### config.mk
export PLATFORM = sky130hd
export DESIGN_NAME = icache_fill
export DESIGN_NICKNAME = d
export VERILOG_FILES = /design/src/rtl/icache_fill.sv
export SDC_FILE = /design/constraint.sdc
export NUM_CORES = 2
export LEC_CHECK = 0
export ABC_AREA = 1
export CAP_MARGIN = 20
export CORE_UTILIZATION = 31
export CTS_BUF_LIST = sky130_fd_sc_hd__clkbuf_8 sky130_fd_sc_hd__clkbuf_16
export DETAILED_ROUTE_END_ITERATION = 8
export DONT_BUFFER_PORTS = 1
export GPL_TIMING_DRIVEN = 0
export HOLD_SLACK_MARGIN = 0.08
export PLACE_DENSITY_LB_ADDON = 0.25
export SYNTH_ARGS = -nofsm -noshare
export SYNTH_HDL_FRONTEND = slang
export SYNTH_SLANG_ARGS = --single-unit
### constraint.sdc
create_clock -name clk -period 7.7 [get_ports clk]
set_input_delay 0.385 -clock clk [delete_from_list [all_inputs] [get_ports clk]]
set_output_delay 0.385 -clock clk [all_outputs]
set_load 0.01 [all_outputs]
### src/rtl/icache_fill.sv
`default_nettype none
// ============================================================================
// icache_fill : direct-mapped one-word-line I-cache with byte-serial refill
// Rev 1.0
// ============================================================================
module icache_fill #(
  parameter int LINES = 32
) (
  input  logic        clk,
  input  logic        rst,
  input  logic        rdy,
  input  logic        req_i,
  input  logic [31:0] pc_i,
  input  logic        flush_i,
  output logic        done_o,
  output logic [31:0] inst_o,
  output logic        mem_req_o,
  output logic [31:0] mem_addr_o,
  input  logic        mem_grant_i,
  input  logic [7:0]  mem_din_i
);

  localparam int IW = $clog2(LINES);
  localparam int TW = 30 - IW;

  typedef enum logic [1:0] {
    S_IDLE   = 2'd0,
    S_LOOKUP = 2'd1,
    S_FILL   = 2'd2,
    S_DONE   = 2'd3
  } state_t;

  state_t           r_state;
  logic [31:0]      r_req_pc;
  logic [2:0]       r_cnt;
  logic             r_cap;
  logic [1:0]       r_cap_k;
  logic [23:0]      r_word;
  logic             r_flushed;
  logic [31:0]      r_inst;
  logic [LINES-1:0] r_valid;
  logic [TW-1:0]    r_tag  [LINES];
  logic [31:0]      r_data [LINES];

  logic [IW-1:0] w_idx;
  logic [TW-1:0] w_tag;
  logic          w_hit;
  logic          w_grant;
  logic          w_last;
  logic          w_wr;
  logic          w_pc_match;
  logic [31:0]   w_fill_word;

  assign w_idx       = r_req_pc[2 +: IW];
  assign w_tag       = r_req_pc[31 -: TW];
  assign w_hit       = r_valid[w_idx] && (r_tag[w_idx] == w_tag) && !flush_i;
  assign mem_req_o   = (r_state == S_FILL) && !r_cnt[2];
  assign mem_addr_o  = r_req_pc + {29'd0, r_cnt};
  assign w_grant     = mem_req_o && mem_grant_i;
  // r_cap marks that last cycle's granted byte is on mem_din_i now
  assign w_last      = (r_state == S_FILL) && r_cap && (r_cap_k == 2'd3);
  assign w_fill_word = {mem_din_i, r_word};
  assign w_wr        = rdy && w_last && !r_flushed && !flush_i;
  assign w_pc_match  = (pc_i[31:2] == r_req_pc[31:2]);
  assign done_o      = rdy && (r_state == S_DONE) && req_i && w_pc_match &&
                       !flush_i && !r_flushed;
  assign inst_o      = r_inst;

  always_ff @(posedge clk or negedge rst) begin
    if (!rst) begin
      r_state   <= S_IDLE;
      r_req_pc  <= '0;
      r_cnt     <= '0;
      r_cap     <= 1'b0;
      r_cap_k   <= '0;
      r_word    <= '0;
      r_flushed <= 1'b0;
      r_inst    <= '0;
      r_valid   <= '0;
    end else if (rdy) begin
      r_cap <= w_grant;
      if (w_grant) r_cap_k <= r_cnt[1:0];
      if (flush_i)   r_valid        <= '0;
      else if (w_wr) r_valid[w_idx] <= 1'b1;
      case (r_state)
        S_IDLE: begin
          if (req_i) begin
            r_req_pc  <= pc_i & 32'hFFFF_FFFC;
            r_flushed <= 1'b0;
            r_state   <= S_LOOKUP;
          end
        end
        S_LOOKUP: begin
          if (w_hit) begin
            r_inst  <= r_data[w_idx];
            r_state <= S_DONE;
          end else begin
            r_cnt   <= '0;
            r_state <= S_FILL;
          end
        end
        S_FILL: begin
          // a flush lets the fill drain but poisons its result
          if (flush_i) r_flushed <= 1'b1;
          if (w_grant) r_cnt <= r_cnt + 3'd1;
          if (r_cap) begin
            case (r_cap_k)
              2'd0:    r_word[7:0]   <= mem_din_i;
              2'd1:    r_word[15:8]  <= mem_din_i;
              2'd2:    r_word[23:16] <= mem_din_i;
              default: ;
            endcase
          end
          if (w_last) begin
            r_inst  <= w_fill_word;
            r_state <= S_DONE;
          end
        end
        S_DONE:  r_state <= S_IDLE;
        default: r_state <= S_IDLE;
      endcase
    end
  end

  always_ff @(posedge clk) begin
    if (w_wr) begin
      r_tag[w_idx]  <= w_tag;
      r_data[w_idx] <= w_fill_word;
    end
  end

endmodule
`default_nettype wire

==> run metrics <==
Vias=53,400; WP data arrival=6.14 ns; final WL=302 mm; RSZ-0062 raised after global routing=false; DRT Pass-1 Iters=5; Clock transition at path regs=0.07 ns; Layout Utilization=37.8%; largest net degree at the start of global routing=128; share of cells above drive strength 1=13.5%; VDD IR-drop max=0.188 mV; reg2reg setup slack=2.10 ns; Setup Skew=0.0333 ns; r2r endpoint=r_tag[24][3]; root buf cell=clkbuf_16; Power per Cell Area=374 mW/mm2; initial antenna violation count=28; initial core utilization=31.3%; actual slew at the worst max-slew pin=1.29 ns; compound-gate portion of the synthesized area=7.91%; Total Power=34.5 mW; crit path kind=reg -> reg; Static Leak=33.4 nW; Post-Synth Simple-Gate Area=13.0%; drt initial violations=7,895; Yosys cell types=40; status=complete, no violations; crit path from=r_req_pc[5]; combinational family with the most area after synthesis=simple AND/OR/NAND/NOR gates; Post-Synth XOR/XNOR Area=0.414%; gp weighted congestion=0.942; total clock sinks=1,951; Worst Hold Slack=0.162 ns; first-pass GRT wire length=408 mm; routed vias/inst=5.41; max-slew violations=0; Syn Nets=5,918; final period utilization=72.8%; Post-Synth Adder-Cell Area=0.115%; Setup Fix Bufs, Post-CTS=0; grt ovf=0; DRC viols=0; CTS Buf Count=190; # Max-Cap Violations=0; Slew HR=14.0%; setup TNS=0 ns; Die Wd=498 um; vias in the first global route=49,500; number of synthesized register bits=1,951; Hold WC Path Type=in -> async; die height=498 um; synth warn=0; Final Setup Violations=0; endpoints failing hold=0; clk buf depth=3; Setup crit start kind=flop; fin nets=6,528; IO buf count=0; Cell Rows=181; CTS tree=built; core footprint=0.244 mm2; Peak Freq=178 MHz; area delta synth->final=20.9%; Die ar.=0.248 mm2; # IOs=112; WL/cell=30.6 um; post-synthesis sequential area ratio=76.0%; Routed Antenna Nets=0; GRT Overall Usage=23.7%; DP HPWL=215 mm; # resized after CTS=0; CP required=8.24 ns; Syn Inst Count=5,865; crit end category=flop; Clock Latency Late Sink=0.85 ns; synthesized area=0.0762 mm2; CP Max Fanout=10; Mean Syn Cell Area=13.0 um2; CTS H-tree lvls=4; RR Startpoint=r_req_pc[5]; Tmin final=5.60 ns; Reg2Reg Depth=12; post-synthesis mux area share=0.0148%
==> cell usage in the layout, fill, tap and decap left out, types with 28 or more instances in the layout <==
master / instances
edfxtp_1: 1824
or2_2: 32
buf_1: 51
nand4_1: 59
buf_16: 36
nand3_1: 183
a22oi_1: 440
clkbuf_1: 137
buf_8: 52
o21ai_0: 111
clkbuf_16: 196
nand2_1: 1927
clkinv_1: 37
nor4_1: 31
buf_6: 258
inv_1: 162
xor2_1: 28
dlygate4sd3_1: 45
a21oi_1: 284
buf_2: 135
dfrtp_1: 115
clkinv_2: 41
nor3_2: 36
nor2_1: 164
==> registers in the layout, indices dropped and copies added (netlist names), 2 cells and up <==
signal    cells
r_valid      32
r_cap_k       2
r_state       2
r_data     1024
r_req_pc     30
r_tag       800
r_word       24
inst_o       32
r_cnt         3
==> synth_stat cells <==
cell type	n	area share [%]
edfxtp_1	1824	72
mux2_2	1	0.015
o22ai_1	21	0.17
or2_2	32	0.26
o21ai_1	21	0.14
buf_1	51	0.25
nand2_2	4	0.033
buf_2	132	0.87
nor2_2	2	0.016
inv_2	5	0.025
inv_4	1	0.0082
ha_1	7	0.11
a31oi_1	22	0.18
clkinv_1	4	0.020
nand3_1	183	1.2
nor3_2	5	0.066
a22o_1	5	0.057
a41oi_1	2	0.023
nor3b_1	2	0.020
o31ai_1	1	0.0099
buf_4	11	0.11
a211oi_1	23	0.23
inv_1	119	0.59
xor2_1	28	0.32
o2111a_1	1	0.015
nor2_1	164	0.81
xnor2_1	8	0.092
a2111oi_0	1	0.011
a21oi_1	284	1.9
a221oi_1	12	0.14
o21ai_0	111	0.73
o21a_1	1	0.0099
a22oi_1	440	4.3
nor4_1	32	0.26
dfrtp_1	127	4.2
clkbuf_1	137	0.67
nand4_1	59	0.48
nand2_1	1927	9.5
nor3_1	54	0.35
and2_0	1	0.0082
==> how the worst max path moves through the flow <==
stage,endpoint,slack (ns),cells after the start
final,r_tag[24][3],2.10,12
after global routing,r_tag[24][3],2.12,12
after CTS,r_tag[24][3],2.10,12
after detailed placement,r_data[24][12],2.11,12
after global placement,r_data[25][10],-8.77,8
after floorplan,r_data[29][0],1.51,10
==> per-stage QoR <==
stage	std cells	instance area [um2]	setup slack [ns]
global route	9863	92200	2.12
CTS	9823	91600	2.10
finish	9870	92200	2.10
global placement	9067	80200	-8.77
detailed placement	9412	84800	2.11
floorplan	5865	76200	1.51
==> worst max-delay path: stages, from the launching register on <==
cell and delay, ns:
dfrtp_1 0.33, buf_2 0.21, nand2_1 0.12, nor2_1 0.80
clkbuf_1 0.77, inv_2 0.37, clkbuf_1 0.56, clkbuf_1 0.53
nor3_2 0.76, buf_6 0.25, buf_6 0.19, buf_6 0.17
buf_6 0.16
==> logic make-up after synthesis <==
group | after synthesis
adder cells (fa/ha/maj) | 7
AND/OR/NAND/NOR | 2465
flip-flops | 1951
buffers and inverters | 460
multiplexers | 1
AO/OA/AOI/OAI | 945
XOR/XNOR | 36
==> power by group <==
part	internal, mW	leakage (nW)	total, mW	switching, mW
clock network	5.25	3.25	9.43	4.18
logic	2.82	11.9	11.1	8.24
registers	13.0	18.2	14.0	1.07
total	21.0	33.4	34.5	13.5
==> cell type report <==
type                       instances  area, um2
antenna                           26       65.1
buffer                           331       1450
clock buffer                     214       5140
clock inverter                   145       1100
fill                           23100     152000
inverter                         129        487
multi-input combinational       3454      16500
sequential                      1951      58000
tap                             3202       4010
timing repair buffer             418       5440
==> timing repair <==
item                       4_1_cts  5_1_grt
hold buffers                    52        0
setup endpoints to repair        0        0
hold endpoints to repair       460        0
==> routing by layer <==
metal  track usage (%)  part of all wire [%]  up-vias
met5                 0                 0.014        -
met1              31.7                    39    27000
met2              36.9                    45     3281
li1                  -                     -    22500
met4              10.8                   5.0        6
met3              5.10                    11      619
Power figures use the tool's default switching activity.
